[src/rtl/turn_pkg.sv]
// Shared definitions for the turn-signal input conditioner and the tail-light FSM.
// Latency: n/a (constants, types and elaboration helpers only).
// Backpressure: n/a.
package turn_pkg;

  // Mode encodings presented to the tail-light FSM: {right, left}.
  localparam logic [1:0] MODE_IDLE   = 2'b00;
  localparam logic [1:0] MODE_LEFT   = 2'b01;
  localparam logic [1:0] MODE_RIGHT  = 2'b10;
  localparam logic [1:0] MODE_HAZARD = 2'b11;

  // Sequencer state type, kept as plain constants so older code can compare raw codes.
  typedef logic [1:0] turn_state_t;
  localparam turn_state_t ST_IDLE  = 2'd0;
  localparam turn_state_t ST_ARMED = 2'd1;
  localparam turn_state_t ST_RUN   = 2'd2;

  // Width of a counter that must hold values 0..n-1 (never narrower than one bit).
  function automatic int cnt_width(input int n);
    return (n > 2) ? $clog2(n) : 1;
  endfunction

  // Both switches on means hazard, which falls out of packing right above left.
  function automatic logic [1:0] pack_req(input logic right_db, input logic left_db);
    return {right_db, left_db};
  endfunction

endpackage

[src/rtl/debounce_ch.sv]
// One switch channel: 2-flop synchronizer followed by a consecutive-sample debouncer.
// Latency: a raw change stable from cycle t is visible on db at cycle t+2+DEBOUNCE_CYCLES.
// Backpressure: none; free-running, samples every clk.
module debounce_ch
  import turn_pkg::*;
#(
  parameter int DEBOUNCE_CYCLES = 4
) (
  input  logic clk,
  input  logic reset,
  input  logic raw,
  output logic db
);

  localparam int CW = cnt_width(DEBOUNCE_CYCLES);
  localparam logic [CW-1:0] CNT_LAST = CW'(DEBOUNCE_CYCLES - 1);

  logic          sync1;
  logic          sync2;
  logic [CW-1:0] cnt;
  logic          db_q;

  // Two-stage synchronizer; raw is asynchronous to clk.
  always_ff @(posedge clk) begin
    if (!reset) begin
      sync1 <= 1'b0;
      sync2 <= 1'b0;
    end else begin
      sync1 <= raw;
      sync2 <= sync1;
    end
  end

  // Count samples that disagree with the accepted value; accept on the Nth in a row.
  // A sample agreeing with db clears the run, and the count clears on acceptance,
  // so it tops out at DEBOUNCE_CYCLES-1 and never wraps.
  always_ff @(posedge clk) begin
    if (!reset) begin
      cnt  <= '0;
      db_q <= 1'b0;
    end else if (sync2 == db_q) begin
      cnt <= '0;
    end else if (cnt == CNT_LAST) begin
      db_q <= sync2;
      cnt  <= '0;
    end else begin
      cnt <= cnt + CW'(1);
    end
  end

  assign db = db_q;

endmodule

[src/rtl/turn_input_conditioner.sv]
// Conditions raw turn switches into a latched mode plus step ticks for the tail-light FSM.
// Latency: switch to mode is 2+DEBOUNCE_CYCLES cycles plus wait for the next prescaler tick.
// Backpressure: none; seq_done ends a running sequence, requests during RUN are ignored.
module turn_input_conditioner
  import turn_pkg::*;
#(
  parameter int DEBOUNCE_CYCLES = 4,
  parameter int TICK_DIV        = 8
) (
  input  logic       clk,
  input  logic       reset,
  input  logic       left_in,
  input  logic       right_in,
  input  logic       seq_done,
  output logic [1:0] mode,
  output logic       step,
  output logic       busy
);

  localparam int PW = cnt_width(TICK_DIV);
  localparam logic [PW-1:0] PRESC_LAST = PW'(TICK_DIV - 1);

  logic          left_db;
  logic          right_db;
  logic [1:0]    req;
  logic [PW-1:0] presc;
  logic          tick;
  turn_state_t   state;
  turn_state_t   state_nxt;
  logic [1:0]    mode_q;
  logic [1:0]    mode_nxt;
  logic          running;

  debounce_ch #(
    .DEBOUNCE_CYCLES (DEBOUNCE_CYCLES)
  ) u_left_db (
    .clk   (clk),
    .reset (reset),
    .raw   (left_in),
    .db    (left_db)
  );

  debounce_ch #(
    .DEBOUNCE_CYCLES (DEBOUNCE_CYCLES)
  ) u_right_db (
    .clk   (clk),
    .reset (reset),
    .raw   (right_in),
    .db    (right_db)
  );

  assign req = pack_req(right_db, left_db);

  // Free-running step prescaler, 0..TICK_DIV-1; restarts from 0 out of reset.
  always_ff @(posedge clk) begin
    if (!reset) begin
      presc <= '0;
    end else if (presc == PRESC_LAST) begin
      presc <= '0;
    end else begin
      presc <= presc + PW'(1);
    end
  end

  assign tick = (presc == PRESC_LAST);

  // Sequencer: wait for a request, latch it on a tick, hold it until seq_done.
  always_comb begin
    state_nxt = state;
    mode_nxt  = mode_q;
    case (state)
      ST_IDLE: begin
        mode_nxt = MODE_IDLE;
        if (req != MODE_IDLE) begin
          state_nxt = ST_ARMED;
        end
      end
      ST_ARMED: begin
        // A request that vanishes before the tick is dropped, even if the tick is now.
        if (req == MODE_IDLE) begin
          state_nxt = ST_IDLE;
          mode_nxt  = MODE_IDLE;
        end else if (tick) begin
          state_nxt = ST_RUN;
          mode_nxt  = req;
        end
      end
      ST_RUN: begin
        // Switch changes are ignored here so a sequence always plays to completion.
        if (seq_done) begin
          state_nxt = ST_IDLE;
          mode_nxt  = MODE_IDLE;
        end
      end
      default: begin
        state_nxt = ST_IDLE;
        mode_nxt  = MODE_IDLE;
      end
    endcase
  end

  // Sequencer state and latched mode registers.
  always_ff @(posedge clk) begin
    if (!reset) begin
      state  <= ST_IDLE;
      mode_q <= MODE_IDLE;
    end else begin
      state  <= state_nxt;
      mode_q <= mode_nxt;
    end
  end

  // Outputs: mode/step only mean something in RUN. seq_done drops both in its own
  // cycle so the FSM never steps on a finished sequence, and an asserted reset
  // suppresses step on the edge that aborts the run.
  always_comb begin
    running = (state == ST_RUN);
    busy    = running;
    mode    = (running && !seq_done) ? mode_q : MODE_IDLE;
    step    = running && tick && !seq_done && reset;
  end

endmodule

[config.mk]
export PLATFORM = sky130hd
export DESIGN_NAME = turn_input_conditioner
export DESIGN_NICKNAME = d
export VERILOG_FILES = /design/src/rtl/turn_pkg.sv /design/src/rtl/debounce_ch.sv /design/src/rtl/turn_input_conditioner.sv
export SDC_FILE = /design/constraint.sdc
export NUM_CORES = 1
export LEC_CHECK = 0
export ABC_AREA = 1
export ABC_CLOCK_PERIOD_IN_PS = 1600
export CORE_AREA = 2 2 39 41
export DETAILED_ROUTE_END_ITERATION = 12
export DIE_AREA = 0 0 41 43
export DONT_BUFFER_PORTS = 1
export HOLD_SLACK_MARGIN = 0.15
export PLACE_DENSITY_LB_ADDON = 0.1
export SYNTH_ARGS = -nofsm -noshare
export SYNTH_HDL_FRONTEND = slang
export SYNTH_SLANG_ARGS = --single-unit
[constraint.sdc]
create_clock -name clk -period 1.6 [get_ports clk]
set_input_delay 0.24 -clock clk [delete_from_list [all_inputs] [get_ports clk]]
set_output_delay 0.24 -clock clk [all_outputs]
set_load 0.005 [all_outputs]
* Word level (Yosys, flattened, before mapping)
Cells that the tools add are included.
Word-level totals: register bits after elaboration 17, latch bits 0, bits in writable memories 0, bits in read-only memories 0, word-level logic and storage cells 51, memories 0
Cells by class: $add $sub $neg 3, multiply operators 0, div/mod/pow operators 0, magnitude comparators 0, equality and inequality tests 10, shift operators 0, multiplexer cells 9, bitwise operators 3, reductions and logical operators 15
Operator list (count):
- $mux W2 | 7
- $eq A2 B2 Y1 const B | 3
- $pmux W2 S3 | 1
- $reduce_and A2 Y1 | 3
- $reduce_or A3 Y1 | 2
- $add A2 B1 Y2 const B | 2
- $logic_and A1 B1 Y1 | 4
- $logic_not A2 Y1 | 2
- $ne A2 B2 Y1 const B | 2
- $pmux W2 S2 | 1
- $add A3 B1 Y3 const B | 1
- $eq A3 B3 Y1 const B | 1
- $ne A3 B3 Y1 const B | 1
- $not A1 Y1 | 3
- $reduce_and A3 Y1 | 1
- $eq A1 B1 Y1 | 2
- $eq A2 B1 Y1 const B | 1
- $reduce_bool A2 Y1 | 1
- $reduce_or A2 Y1 | 1
- $logic_not A1 Y1 | 1

* Logic depth before layout (Yosys ltp)
depth after elaboration 4, gate-level depth with buffers 7, gate-level depth less buffers 7

* Cells and area by module
From an unflattened synthesis, not the netlist that was laid out.
Unflattened totals: cell total of the unflattened synthesis 95, area, all modules 732.0 um2
By module, submodules not included:
- debounce_ch | times used 2, cells an instance 24, area each 188.9 um2
- turn_input_conditioner | times used 1, cells an instance 47, area each 354.1 um2

* Least setup slack after synthesis
No wires, ideal clock.
kind register -> register, from register presc[0], to register mode_q[0], setup time 0.115 ns, arrival 1.025 ns, path slack 0.460 ns, stages on the path, launching flop included 7, path buffers 0, cell sequence dfxtp_1 > ha_1 > ha_1 > inv_1 > nand3_4 > a21oi_1 > nor2_1
On the way: word-level cells in the longest chain between the ends 3
Ends and longest elaborated chain:
- from (decl) | RTL line turn_input_conditioner.sv:26 | logic [PW-1:0] presc;
- from (signal assigned) | RTL line turn_input_conditioner.sv:61 | presc <= presc + PW'(1);
- $eq A3 B3 Y1 | RTL line turn_input_conditioner.sv:65 | assign tick = (presc == PRESC_LAST);
- $ne A3 B3 Y1 (no source line)
- $reduce_and A2 Y1 (no source line)
- to (signal assigned) | RTL line turn_input_conditioner.sv:109 | mode_q <= mode_nxt;
- to (decl) | RTL line turn_input_conditioner.sv:30 | logic [1:0] mode_q;
Every way passes these cells. A chain may end at the register's enable or synchronous reset.

* Worst setup path in the final report
from register presc[0], to output port step
On the way: word-level cells in the longest chain between the ends 4
Ends and longest elaborated chain:
- $eq A3 B3 Y1 | RTL line turn_input_conditioner.sv:65
- $logic_and A1 B1 Y1 (3 in series) | RTL line turn_input_conditioner.sv:120 | step = running && tick && !seq_done && reset;
- to (decl) | RTL line turn_input_conditioner.sv:16 | output logic step,
Every way passes these cells.

==> flow_summary.yaml <==
logic_synthesis:
  syn-mean-instance-area_um2: 8.312
  ys_types: 16
  synth.largest_area_cell: "dfxtp_1"
  ys_ff_latch: 17
  synth_top_cell_area_share_pct: 48.75
  ys_seq_area_share_pct: 48.75
  ys_top_cells_by_area: "dfxtp_1 (49%), inv_1 (9.1%), ha_1 (7.2%)"
  synthCells: 84
  yosysWarnings: 0
  netlist_area_um2: 698.2
  synth_nets: 93
global_routing:
  antenna_found_initial: 0
  grt_usage_pct: 13.91
  grt_overflow: 0
  grt_pass1_vias: 436
  grt_first_pass_wirelength_um: 1642
  grt_start_max_net_pins: 11
floorplanning:
  initial_utilization_pct: 50.45
  die_area_mm2: 0.001763
  pin_count: 9
  die_width_um: 41
  rows: 14
  die_h_um: 43
  core_mm2: 0.001384
critical_path:
  crit_buf_inv: 1
  worstSetupStartpointType: "register"
  crit_top_cell: "ha_1"
  rrSetupSlack_ns: 0.37
  cp_slowest_cell: "dfxtp_1"
  slowest_delay_ns: 0.34
  crit_family: "flip-flops"
  end_kind: "output port"
  critPathArrivalTime_ns: 1.20
  path_cells: "ha_1, ha_1, inv_1, nor3_2"
  crit_path_max_fanout: 3
  crit_type: "reg -> out"
  required_ns: 1.36
sta:
  slew_violations: 0
  fin_worst_skew_ns: 0.007824
  worst_pin_slew_ns: 0.3421
  period_share_pct: 90.07
  post-route-min-period_ns: 1.441
  fmaxAchievable_mhz: 693.9
  fin_tns_setup_ns: 0
  rsz0062_at_grt: "false"
  finalSetupViolations: 0
  finalWorstSetupSlack_ns: 0.1589
  hold_violations: 0
  relSlewSlack_pct: 77.20
placement:
  port_buffers: 0
  hpwlAfterDp_um: 684.4
  place.gp.congestion: 0.6391
  dpl_cell_area_um2: 706.9
  pre_cts_ws_ns: 0.3777
job:
  cap_violations: 0
power:
  p_leak_nw: 0.3694
  peakVddDrop_v: 0.0005875
  powerDensity_mw_per_mm2: 892.9
clock_tree:
  clkSlewWorstSetupHoldPaths_ns: 0.09
  cts_buffers: 3
  clkLatencyLatePin_ns: 0.28
  clock_path_buffers: 2
  root_buffer: "clkbuf_4"
  htree_num_levels: 1
  clock-sinks: 17
  tritoncts: "yes"
route:
  wl_um: 965
  wl_per_cell_um: 9.019
  via_count: 510
  initialDrtViolationCount: 5
  drcViolationCount: 0
  first_pass_iters: 2
  vias_per_cell: 4.766
  ant_nets: 0
cells_and_area:
  final_nets: 101
  antennaDiodeCount: 0
  multiInputGateArea_um2: 280.3
  area_delta_synth_final_pct: 11.83
  fillers: 140
  regArea_um2: 340.3
  drive_above_1_share_pct: 12.09
  design_area_um2: 780.7
min_path:
  hold_class: "in -> reg"
outcome:
  outcome: "complete, no violations"
[cells in the final DEF (no fill, tap or decap), types with 3 or more instances in the layout]
| master | synthesis | final |
|---|---|---|
| clkbuf_4 | 0 | 3 |
| nand2_1 | 11 | 11 |
| dfxtp_1 | 17 | 17 |
| nor2_1 | 11 | 11 |
| a21oi_1 | 8 | 8 |
| inv_1 | 17 | 17 |
| nand3_1 | 3 | 3 |
| dlygate4sd3_1 | 0 | 3 |
| ha_1 | 4 | 4 |
[layer usage]
| metal | vias to the layer above | track usage, % | wire [µm] |
|---|---|---|---|
| li1 | 271 | - | - |
| met1 | 229 | 17.33 | 488 |
| met2 | 8 | 20.00 | 429 |
| met3 | 2 | 3.141 | 38 |
| met4 | 0 | 10.00 | 9 |
| met5 | - | 0 | 0 |
[worst min-delay path: stages]
cell and delay, ns:
inv_1 0.04, nand2_4 0.11, a21oi_1 0.07
[layout make-up]
type | instances | area share, %
clock buffer | 4 | 3.365
inverter | 19 | 9.135
multi-input combinational | 47 | 35.90
sequential | 17 | 43.59
tap | 16 | 2.564
timing repair buffer | 4 | 5.449
[report_power, final]
group	switching [mW]	internal, mW	leakage [nW]	total (mW)
Sequential	0.00511	0.436	0.139	0.441
Combinational	0.0163	0.0155	0.216	0.0318
Clock	0.128	0.0967	0.0150	0.225
Total	0.149	0.548	0.369	0.697
[timing repair]
| action | CTS | global route |
|---|---|---|
| buffers inserted | 0 | 0 |
| setup endpoints to repair | 0 | 1 |
| gates resized for setup | 0 | 2 |
| endpoints found under the hold margin | 16 | 0 |
| hold buffers | 4 | 0 |
[sequential cells by signal (all words and copies together) (netlist names)]
| signal | count |
|---|---|
| presc | 3 |
| mode_q | 2 |
| state | 2 |
| u_left_db.cnt | 2 |
| u_right_db.cnt | 2 |
| u_left_db.db | 1 |
| u_left_db.sync1 | 1 |
| u_left_db.sync2 | 1 |
| u_right_db.db | 1 |
| u_right_db.sync1 | 1 |
| u_right_db.sync2 | 1 |
[Yosys cell counts]
cell       n
a21oi_1    8
buf_6      1
dfxtp_1   17
ha_1       4
inv_1     17
inv_2      2
nand2_1   11
nand2_2    1
nand2_4    1
nand3_1    3
nand3_4    1
nor2_1    11
nor2_4     2
nor3_1     1
o211ai_1   2
o21ai_0    2
[metrics by stage]
stage / hold slack [ns] / total power, mW / instances / utilization [%]
4_1_cts: 0.1980 / 0.7091 / 107 / 55.88
6_report: 0.2120 / 0.6971 / 107 / 56.42
3_3_place_gp: 0.3352 / 0.4713 / 99 / 51.09
5_1_grt: 0.2356 / 0.7301 / 107 / 56.42
3_5_place_dp: 0.3393 / 0.4727 / 99 / 51.09
2_1_floorplan: 0.3376 / 0.4727 / 84 / -
[logic make-up after synthesis]
group	count (synthesis)	synth area share (%)
buf+inv	20	11.83
simple gates	31	22.94
compound gates	12	9.319
fa+ha+maj	4	7.169
flops	17	48.75
[worst paths after layout]
check / endpoint / from / depth (start not counted)
setup / recovery: step / presc[0]$_SDFF_PP0_ / 4
hold / removal: state[1]$_SDFFE_PN0P_ / seq_done / 3
setup reg to reg: mode_q[1]$_SDFFE_PN0P_ / presc[0]$_SDFF_PP0_ / 6
hold reg to reg: u_left_db.sync2$_SDFF_PN0_ / u_left_db.sync1$_SDFF_PN0_ / 2
No activity file was read; power rests on OpenSTA's default activity.
